## config.mk

```make
export PLATFORM = sky130hd
export DESIGN_NAME = i2c_target_regs
export DESIGN_NICKNAME = d
export VERILOG_FILES = /design/src/rtl/i2c_target_regs.sv
export SDC_FILE = /design/constraint.sdc
export NUM_CORES = 1
export LEC_CHECK = 0
export CELL_PAD_IN_SITES_DETAIL_PLACEMENT = 0
export CELL_PAD_IN_SITES_GLOBAL_PLACEMENT = 1
export CORE_ASPECT_RATIO = 0.9
export CORE_MARGIN = 2
export CORE_UTILIZATION = 42
export DETAILED_ROUTE_END_ITERATION = 12
export PLACE_DENSITY = 0.67
export SLEW_MARGIN = 10
export SYNTH_ARGS = -nofsm -noshare
export SYNTH_HDL_FRONTEND = slang
export SYNTH_SLANG_ARGS = --single-unit
export TNS_END_PERCENT = 5
```

## constraint.sdc

```tcl
create_clock -name clk -period 2.7 [get_ports clk]
set_input_delay 0.675 -clock clk [delete_from_list [all_inputs] [get_ports clk]]
set_output_delay 0.675 -clock clk [all_outputs]
set_load 0.01 [all_outputs]
```

## src/rtl/i2c_target_regs.sv

```systemverilog
// I2C target exposing a NUM_REGS x 8 register file with an auto-incrementing pointer.
// Lines are synchronized and glitch-filtered; SDA is only ever pulled low or released.
module i2c_target_regs #(
  parameter logic [6:0] TARGET_ADDR = 7'h50,
  parameter int         NUM_REGS    = 16,
  parameter int         FILTER_LEN  = 4,
  localparam int        PW          = $clog2(NUM_REGS)
) (
  input  logic          clk,
  input  logic          rst_n,
  input  logic          scl_i,
  output logic          scl_o,
  output logic          scl_t,
  input  logic          sda_i,
  output logic          sda_o,
  output logic          sda_t,
  output logic          busy,
  output logic          wr_strobe,
  output logic [PW-1:0] wr_addr,
  output logic [7:0]    wr_data,
  input  logic [PW-1:0] host_raddr,
  output logic [7:0]    host_rdata
);

  localparam int CW = $clog2(FILTER_LEN + 1);

  typedef enum logic [2:0] {
    IDLE, ADDR, ADDR_ACK, WR_BYTE, WR_ACK, RD_BYTE, RD_ACK
  } state_t;

  logic [1:0] pin_in;
  logic [1:0] line_f;
  logic       scl_f, sda_f;

  assign pin_in = {sda_i, scl_i};
  assign scl_f  = line_f[0];
  assign sda_f  = line_f[1];

  // Each line: 2-FF synchronizer, then accept a new level only after FILTER_LEN equal samples.
  genvar gi;
  for (gi = 0; gi < 2; gi++) begin : g_filt
    logic          s1_q, s1_d, s2_q, s2_d, f_q, f_d;
    logic [CW-1:0] cnt_q, cnt_d;

    always_comb begin
      s1_d  = pin_in[gi];
      s2_d  = s1_q;
      f_d   = f_q;
      cnt_d = '0;
      if (s2_q != f_q) begin
        if (cnt_q == CW'(FILTER_LEN - 1)) f_d = s2_q;
        else cnt_d = cnt_q + 1'b1;
      end
    end

    always_ff @(posedge clk or negedge rst_n) begin
      if (!rst_n) begin
        s1_q  <= 1'b1;
        s2_q  <= 1'b1;
        f_q   <= 1'b1;
        cnt_q <= '0;
      end else begin
        s1_q  <= s1_d;
        s2_q  <= s2_d;
        f_q   <= f_d;
        cnt_q <= cnt_d;
      end
    end

    assign line_f[gi] = f_q;
  end

  logic scl_p_q, sda_p_q;
  logic scl_rise, scl_fall, start_det, stop_det;

  always_ff @(posedge clk or negedge rst_n) begin
    if (!rst_n) begin
      scl_p_q <= 1'b1;
      sda_p_q <= 1'b1;
    end else begin
      scl_p_q <= scl_f;
      sda_p_q <= sda_f;
    end
  end

  assign scl_rise  = scl_f & ~scl_p_q;
  assign scl_fall  = ~scl_f & scl_p_q;
  assign start_det = scl_f & scl_p_q & sda_p_q & ~sda_f;
  assign stop_det  = scl_f & scl_p_q & ~sda_p_q & sda_f;

  state_t        state_q;
  logic [3:0]    bit_cnt_q;
  logic [7:0]    shreg_q;
  logic          first_q, rw_q;
  logic [PW-1:0] ptr_q;
  logic          sda_t_q, wr_strobe_q;
  logic [PW-1:0] wr_addr_q;
  logic [7:0]    wr_data_q;
  logic [7:0]    regs_q [NUM_REGS];
  logic [7:0]    rx_byte, rd_byte;

  assign rx_byte = {shreg_q[6:0], sda_f};
  assign rd_byte = regs_q[ptr_q];

  always_ff @(posedge clk or negedge rst_n) begin
    if (!rst_n) begin
      state_q     <= IDLE;
      bit_cnt_q   <= '0;
      shreg_q     <= '0;
      first_q     <= 1'b0;
      rw_q        <= 1'b0;
      ptr_q       <= '0;
      sda_t_q     <= 1'b1;
      wr_strobe_q <= 1'b0;
      wr_addr_q   <= '0;
      wr_data_q   <= '0;
      for (int i = 0; i < NUM_REGS; i++) regs_q[i] <= '0;
    end else begin
      wr_strobe_q <= 1'b0;
      if (start_det) begin
        state_q   <= ADDR;
        bit_cnt_q <= '0;
        sda_t_q   <= 1'b1;
      end else if (stop_det) begin
        state_q <= IDLE;
        sda_t_q <= 1'b1;
      end else if (scl_rise) begin
        case (state_q)
          ADDR: begin
            shreg_q   <= rx_byte;
            bit_cnt_q <= bit_cnt_q + 1'b1;
            if (bit_cnt_q == 4'd7) begin
              bit_cnt_q <= '0;
              rw_q      <= rx_byte[0];
              first_q   <= 1'b1;
              state_q   <= (rx_byte[7:1] == TARGET_ADDR) ? ADDR_ACK : IDLE;
            end
          end
          WR_BYTE: begin
            shreg_q   <= rx_byte;
            bit_cnt_q <= bit_cnt_q + 1'b1;
            if (bit_cnt_q == 4'd7) begin
              bit_cnt_q <= '0;
              state_q   <= WR_ACK;
              if (first_q) begin
                ptr_q   <= rx_byte[PW-1:0];
                first_q <= 1'b0;
              end else begin
                regs_q[ptr_q] <= rx_byte;
                wr_strobe_q   <= 1'b1;
                wr_addr_q     <= ptr_q;
                wr_data_q     <= rx_byte;
                ptr_q         <= ptr_q + 1'b1;
              end
            end
          end
          RD_BYTE: bit_cnt_q <= bit_cnt_q + 1'b1;
          RD_ACK: begin
            if (sda_f) begin
              state_q <= IDLE;
            end else begin
              shreg_q   <= rd_byte;
              ptr_q     <= ptr_q + 1'b1;
              bit_cnt_q <= '0;
              state_q   <= RD_BYTE;
            end
          end
          default: ;
        endcase
      end else if (scl_fall) begin
        case (state_q)
          // bit_cnt 0: fall after bit 8 starts the ACK; bit_cnt 1: fall after bit 9 ends it.
          ADDR_ACK, WR_ACK: begin
            if (bit_cnt_q == 4'd0) begin
              sda_t_q   <= 1'b0;
              bit_cnt_q <= 4'd1;
            end else begin
              bit_cnt_q <= '0;
              if (state_q == ADDR_ACK && rw_q) begin
                sda_t_q <= rd_byte[7];
                shreg_q <= {rd_byte[6:0], 1'b1};
                ptr_q   <= ptr_q + 1'b1;
                state_q <= RD_BYTE;
              end else begin
                sda_t_q <= 1'b1;
                state_q <= WR_BYTE;
              end
            end
          end
          RD_BYTE: begin
            if (bit_cnt_q == 4'd8) begin
              sda_t_q <= 1'b1;
              state_q <= RD_ACK;
            end else begin
              sda_t_q <= shreg_q[7];
              shreg_q <= {shreg_q[6:0], 1'b1};
            end
          end
          default: ;
        endcase
      end
    end
  end

  assign scl_o      = 1'b0;
  assign scl_t      = 1'b1;
  assign sda_o      = 1'b0;
  assign sda_t      = sda_t_q;
  assign busy       = (state_q != IDLE);
  assign wr_strobe  = wr_strobe_q;
  assign wr_addr    = wr_addr_q;
  assign wr_data    = wr_data_q;
  assign host_rdata = regs_q[host_raddr];

endmodule

```

== After elaboration in Yosys (flattened, before gate mapping) ==
Cells that the tools add are included.

* Register bits after elaboration: 177
* Input port bits: 8
* Logic and storage cells: 187

* Reduce and logical (&&, ||, !) cells: 27
* $lt $le $gt $ge: 3
* Muxes and demuxes: 69
* Bitwise gates (word level): 16
* Eq/ne operators: 32
* Add/subtract/negate cells: 4

{| class="wikitable"
|+ Operator list
! kind !! number
|-
| 128-bit bitwise mux || 1
|-
| 8-bit 2-to-1 mux || 11
|-
| 8-bit binary-select mux with 4-bit select || 2
|-
| 4-bit 2-to-1 mux || 15
|-
| 3-bit 2-to-1 mux || 14
|-
| 8-bit demux with 4-bit select || 1
|-
| 8-bit case mux with 2 select lines || 2
|-
| 5-bit != test (second input constant) || 4
|-
| 9-bit AND reduction || 2
|-
| 1-bit 2-to-1 mux || 16
|-
| 3-bit != test (second input constant) || 5
|-
| 3-bit nonzero test || 5
|-
| 3-bit by 2-bit == test with 1-bit output (second input constant) || 4
|-
| 4-bit case mux with 3 select lines || 1
|-
| 6-bit AND reduction || 2
|-
| 5-bit greater-or-equal comparator (second input constant) || 2
|-
| 4-bit NOT with 5-bit output || 2
|-
| 5-bit AND reduction || 2
|-
| 3-bit == test (second input constant) || 3
|-
| 3-bit case mux with 3 select lines || 1
|-
| 4-bit by 1-bit adder with 4-bit output (second input constant) || 2
|-
| 2-bit != test (second input constant) || 4
|-
| 4-bit case mux with 2 select lines || 1
|-
| 2-bit nonzero test || 4
|-
| 25 further kinds || 45
|}

== Logic depth before layout (Yosys ltp) ==
Gate-level depths: netlist (run 1).

* Depth in word-level cells: 11
* Gate-level depth with buffers: 9
* Depth with buffers taken out: 7

== Worst setup path before layout (run 1) ==
No wires, ideal clock.

* Path kind: in2out
* Start: input port host_raddr[0]
* End: output port host_rdata[1]
* Buffers on the path: 2
* Arrival time: 2.217 ns
* Required time: 2.025 ns
* Stages: 4
* Setup slack: -0.192 ns
* Cell sequence: clkbuf_1 -> buf_2 -> mux4_2 -> mux4_2

* Cells in the longest elaborated chain, start to end: 4

{| class="wikitable"
|+ Ends and longest elaborated chain
! element !! line !! source
|-
| from (decl) || 21 || <nowiki>input logic [PW-1:0] host_raddr,</nowiki>
|-
| 4-bit NOT with 5-bit output (not written as such) || 213 || <nowiki>assign host_rdata = regs_q[host_raddr];</nowiki>
|-
| 8-bit binary-select mux with 4-bit select || 213 ||
|-
| 8-bit 2-to-1 mux (not written as such) (2 in series) || 213 ||
|-
| to (decl) || 22 || <nowiki>output logic [7:0] host_rdata</nowiki>
|}

No other way between the ends. The select of a mux whose other input is x is not followed.

== Worst setup path in the final report (run 1) ==
Ends and elaborated chain as after synthesis.

==> run_results.csv, run 1 <==
group,metric,value,unit
status,status,"complete, but fails checks",
status,violations,"setup timing",
placement,gp_congestion,0.8135,
timing,rsz0062_at_grt,"true",
timing,finClkSkew,0.01113,ns
setup_path,worst_ep_arrival_time,2.17,ns
synthesis,ys_top_cells_by_count,"168 x dfrtp_1, 125 x mux2_1, 65 x mux4_2",
die,die_y,149.8,um
placement,dp.cells,996,
synthesis,synth.top_cells.by_area,"dfrtp_1 42%, mux4_2 15%, mux2_1 14%",
clocking,cts_hold_buffers,0,
timing,final-hold-violation-count,0,
routing,routed_wirelength,25.96,mm
routing,drc,0,
synthesis,avgSynthCellArea,14.36,um^2
timing,worst_pin_slew,0.8233,ns
synthesis,synth_seq_cells,177,
global_routing,grt_pass1_wl,40.68,mm
finish,fillerInstances,1962,
synthesis,synth_area,0.009921,mm^2
routing,drt-pass1-iter-count,5,
setup_path,end_kind,"output pin",
worst_hold_path,hold_path_class,"in2async",
global_routing,antenna_found_initial,0,
placement,hpwlAfterDp,16.99,mm
clocking,clock_latency,0.44,ns
synthesis,synthCells,691,
timing,fin_crit_sh,1.054,
finish,nNetsFinal,748,
setup_path,cp_num_buf_inv,4,
global_routing,grt_pass1_vias,6598,
setup_path,worstSetupPathType,"in2out",
routing,wl_per_cell,24.87,um
clocking,cts_buffer_depth,2,
clocking,cts_sinks,177,
setup_path,critical-path-slowest-cell,"mux4_2",
synthesis,postSynth.asyncResetShare,1.000,
setup_path,setup.worst_path.end,"host_rdata[1]",
finish,drive_gt1_frac,0.3073,
global_routing,grt_max_degree,65,
setup_path,crit_path_start_kind,"input pin",
synthesis,seq_area_frac_synth,0.4476,
timing,finalSetupViolations,8,
finish,instances_no_fill,1044,
synthesis,yosysUniqueCellTypes,64,
clocking,clock_tree.root_cell,"clkbuf_16",
synthesis,synth_most_common_cell,"dfrtp_1",
setup_path,max_stage_delay,0.52,ns
placement,io_buffers,30,
global_routing,grt.overflow.total,0,
timing,slew_headroom,0.4512,
global_routing,grt_usage,0.2192,
timing,finalWorstSetupSlack,-0.1465,ns
die,die-area,0.02487,mm^2
setup_path,r2r_cells,6,
synthesis,synth_top_area_share,0.4238,
timing,min_period,2.847,ns
clocking,clkSlewWorstSetupHoldPaths,0.06,ns
setup_path,cp_cell_sequence,"buf_12 > buf_12 > buf_6 > mux4_2 > mux4_2 > buf_6",
routing,ant_nets,0,
synthesis,synth_edf_count,0,
clocking,numCtsBuffers,17,
die,ios,34,
power,vdd_drop_max,384.2,uV
die,core_area,0.02328,mm^2
setup_path,r2r_start,"scl_p_q",
setup_path,r2r-end,"shreg_q[4]",
job,maxCapViolCount,0,
routing,vias,6343,
die,fp.dieW,166.0,um
timing,clock.fmax,351.3,MHz
finish,area_growth,16.34,%
clocking,cts_tree,"yes",
finish,num_antenna_cells,0,
routing,drt_iter0_drc,455,
setup_path,crit_family,"multiplexers",
power,p_leak,5.293,nW
routing,via_per_inst,6.076,
clocking,htreeDepth,4,
synthesis,ys.flop_type,"dfrtp_1",
synthesis,yosysWarnings,0,
setup_path,cp_max_fo,5,
setup_path,cp.depth,6,
setup_path,cp.required,2.03,ns
power,power.density,720.0,mW/mm^2
timing,drv_slew,0,
timing,tns,-0.9517,ns
setup_path,startpoint,"host_raddr[0]",
power,power,8.310,mW
die,std_cell_rows,53,
synthesis,yosysTopAreaCell,"dfrtp_1",
setup_path,ff2ff_setup_slack,0.21,ns
die,initial_core_util,0.4262,
flip-flops by register name, indices dropped and copies added (netlist names), 3 cells and up:
signal	cells
bit_cnt_q	4
g_filt.cnt_q	6
ptr_q	4
regs_q	128
shreg_q	8
state_q	3
wr_addr	4
wr_data	8
routing by layer:
| layer | global-route usage | vias up | part of all wire |
|---|---|---|---|
| met1 | 0.3013 | 3392 | 0.45 |
| li1 | - | 2728 | - |
| met3 | 0.04417 | 36 | 0.045 |
| met4 | 0.06609 | 0 | 0.021 |
| met5 | 0 | - | 0 |
| met2 | 0.3550 | 187 | 0.48 |
logic make-up after synthesis:
group,share of synthesized area
xor+xnor,0.002649
flops,0.4476
other cells,0.0007570
simple gates,0.08690
compound gates,0.04906
fa+ha+maj,0.01387
mux,0.3612
buf+inv,0.03796
through the flow:
step                worst slack (ns)  cell area, um^2  utilization  hold slack, ns
detailed placement           -0.7320            10670       0.4584          0.3520
floorplan                    0.02180             9958            -          0.3452
global route                 -0.1688            11540       0.4959          0.1607
finish                       -0.1465            11540       0.4959          0.1495
global placement             -0.7378            10670       0.4584          0.3477
CTS                          -0.1313            11530       0.4956          0.1545
layout by cell type (no fill, tap or decap), types with 9 or more instances in the layout:
cell type	n
mux2_2	34
o21ai_0	9
mux2_1	125
dfrtp_1	167
nand2_1	22
nor2_1	11
clkdlybuf4s50_1	19
clkbuf_16	17
a21oi_1	9
ha_1	11
nand3_1	9
buf_6	13
nand3_4	16
buf_12	17
mux4_2	65
buf_4	27
dfstp_2	9
nor2b_1	15
area by class of cell:
class / count / area (um^2) / area share
timing repair buffer: 79 / 954.7 / 0.08271
multi-input combinational: 445 / 5109 / 0.4426
clock buffer: 20 / 456.7 / 0.03957
sequential: 177 / 4442 / 0.3848
tap: 302 / 377.9 / 0.03274
inverter: 9 / 33.78 / 0.002927
clock inverter: 12 / 168.9 / 0.01463
how the worst min path moves through the flow:
| stage | start | endpoint | cells after the start |
|---|---|---|---|
| finish | rst_n | wr_data[1] | 1 |
| global route | rst_n | wr_data[2] | 1 |
| CTS | rst_n | wr_data[2] | 1 |
| detailed placement | g_filt[1].s1_q | g_filt[1].s2_q | 0 |
| global placement | g_filt[1].s1_q | g_filt[1].s2_q | 0 |
| floorplan | g_filt[0].s1_q | g_filt[0].s2_q | 0 |
what timing repair did:
item | CTS | global route
cloned | 2 | 0
setup buffers | 13 | 1
setup endpoints to repair | 8 | 8
gates resized for setup | 57 | 0
where the power goes:
group	total, mW	leakage [nW]	internal, mW	switching (mW)
logic	2.50	2.58	1.07	1.43
registers	3.15	2.41	2.83	0.323
clock network	2.66	0.301	1.53	1.13
total	8.31	5.29	5.43	2.88
No activity file was read; power rests on OpenSTA's default activity.
==> run 2, diff against run 1 <==
- CORE_MARGIN: 2 -> not set
==> run_results.csv, run 2 (synthesized netlist as in run 1, its figures left out) <==
group,metric,value,unit
clocking,clock_tree.root_cell,"clkbuf_16",
timing,clock.fmax,351.2,MHz
setup_path,r2r_start,"scl_p_q",
die,fp.dieW,164.0,um
routing,via_per_inst,6.191,
finish,multi_input_area,0.005109,mm^2
power,vdd_drop_max,347.3,uV
global_routing,grt_max_degree,55,
worst_hold_path,hold_path_class,"in2async",
setup_path,critical-path-slowest-cell,"mux4_2",
timing,fin_crit_sh,1.054,
placement,dp.cells,990,
power,switching_share,0.3562,
placement,gp_congestion,0.8804,
timing,finalSetupViolations,8,
finish,drive_gt1_frac,0.3001,
global_routing,grt_pass1_vias,6520,
clocking,numCtsBuffers,17,
clocking,cts_sinks,177,
die,die-area,0.02424,mm^2
finish,largest_register_ffs,128,
finish,num_antenna_cells,0,
die,ios,34,
clocking,clock_latency,0.44,ns
clocking,clkSlewWorstSetupHoldPaths,0.07,ns
placement,io_buffers,30,
global_routing,grt.overflow.total,0,
routing,vias,6377,
timing,final-hold-violation-count,0,
finish,largest-register,"regs_q",
setup_path,setup.worst_path.end,"host_rdata[1]",
finish,seq_area,0.004442,mm^2
timing,drv_slew,0,
timing,finClkSkew,0.01392,ns
power,p_leak,5.230,nW
power,pwr-share-comb,0.304,
setup_path,worst_ep_arrival_time,2.17,ns
power,switchingPower,2.872,mW
routing,wl_per_cell,24.94,um
setup_path,cp_cell_sequence,"buf_16 > buf_16 > buf_6 > mux4_2 > mux4_2 > buf_6",
die,std_cell_rows,52,
placement,hpwlAfterDp,17.07,mm
finish,postLayoutCoreUtil,0.5008,
finish,area_growth,15.27,%
routing,dr_wl_met2,12.20,mm
setup_path,cp.required,2.03,ns
finish,nNetsFinal,739,
setup_path,max_stage_delay,0.50,ns
routing,drt_iter0_drc,293,
global_routing,grt_usage,0.2261,
global_routing,grt_pass1_wl,40.16,mm
clocking,cts_hold_buffers,0,
global_routing,antenna_found_initial,0,
setup_path,end_kind,"output pin",
power,power_frac_seq,0.391,
job,maxCapViolCount,0,
finish,layout_common_cells,"167 x dfrtp_1, 125 x mux2_1, 65 x mux4_2",
finish,fillerInstances,1879,
setup_path,r2r-end,"shreg_q[6]",
clocking,htreeDepth,4,
die,die_y,147.8,um
timing,tns,-0.8376,ns
finish,instances_no_fill,1030,
setup_path,worstSetupPathType,"in2out",
routing,route.layer.met1.wl,11.77,mm
timing,worst_pin_slew,0.8455,ns
setup_path,r2r_cells,6,
clocking,cts_tree,"yes",
setup_path,crit_path_start_kind,"input pin",
setup_path,cp_max_fo,6,
setup_path,startpoint,"host_raddr[0]",
die,initial_core_util,0.4344,
routing,top_layer_used,"met4",
power,power.density,705.0,mW/mm^2
timing,min_period,2.847,ns
setup_path,ff2ff_setup_slack,0.24,ns
routing,routed_wirelength,25.69,mm
timing,hold_slack,0.1940,ns
routing,wl_met3,1.298,mm
status,violations,"setup timing",
timing,slew_headroom,0.4363,
finish,final_common_cell,"dfrtp_1",
timing,rsz0062_at_grt,"true",
die,core_area,0.02284,mm^2
power,power_frac_clock,0.305,
power,cellInternalPower,5.191,mW
routing,drc,0,
clocking,cts_buffer_depth,2,
timing,finalWorstSetupSlack,-0.1471,ns
routing,drt-pass1-iter-count,7,
status,status,"complete, but fails checks",
routing,ant_nets,0,
-- run 2: cell types whose count changed in the layout (fill, tap and decap cells not counted), sizes merged --
cell / change
bufinv: -2
clkdlybuf4s15: +1
inv: +1
buf: -9
clkbuf: -2
clkinv: +2
clkinvlp: +1
bufbuf: -1
-- run 2: repair_timing --
item	4_1_cts	5_1_grt
buffers inserted	3	0
gates resized for setup	56	1
setup endpoints to repair	8	8
hold endpoints to repair	0	0
cloned	5	0
-- run 2: how the worst min path moves through the flow --
stage | start | to | slack [ns] | cells after the start
4_1_cts | rst_n | state_q[2] | 0.21 | 1
5_1_grt | rst_n | state_q[2] | 0.22 | 1
3_5_place_dp | g_filt[0].s1_q | g_filt[0].s2_q | 0.35 | 0
2_1_floorplan | g_filt[0].s1_q | g_filt[0].s2_q | 0.35 | 0
3_3_place_gp | g_filt[1].s1_q | g_filt[1].s2_q | 0.35 | 0
6_report | rst_n | state_q[2] | 0.19 | 1
-- run 2: layer usage --
| layer | track usage | vias to the layer above |
|---|---|---|
| li1 | - | 2714 |
| met3 | 0.04602 | 31 |
| met2 | 0.3502 | 184 |
| met5 | 0 | - |
| met4 | 0.05370 | 0 |
| met1 | 0.3260 | 3448 |
-- run 2: worst max-delay path: cells and delay by family --
family                 cells  cell delay (ns)
buffers and inverters      4             0.51
muxes                      2             0.97
-- run 2: power groups by stage --
stage	Sequential [mW]	Clock (mW)	Combinational [mW]
floorplan	2.98	0	1.93
global placement	3.19	0	2.35
detailed placement	3.21	0	2.39
CTS	3.15	2.52	2.44
global route	3.18	2.63	2.62
finish	3.15	2.46	2.45
-- run 2: stage by stage --
stage / cell area [um^2] / total power, mW / setup slack (ns)
floorplan: 9958 / 4.910 / 0.02180
global placement: 10630 / 5.542 / -0.7314
detailed placement: 10630 / 5.594 / -0.7380
CTS: 11430 / 8.105 / -0.1421
global route: 11440 / 8.439 / -0.1817
finish: 11440 / 8.063 / -0.1471
-- run 2: layout make-up --
class / count / share of cell area
tap: 297 / 0.03249
clock buffer: 18 / 0.03840
inverter: 9 / 0.002954
timing repair buffer: 70 / 0.07823
sequential: 177 / 0.3884
multi-input combinational: 445 / 0.4467
clock inverter: 14 / 0.01280
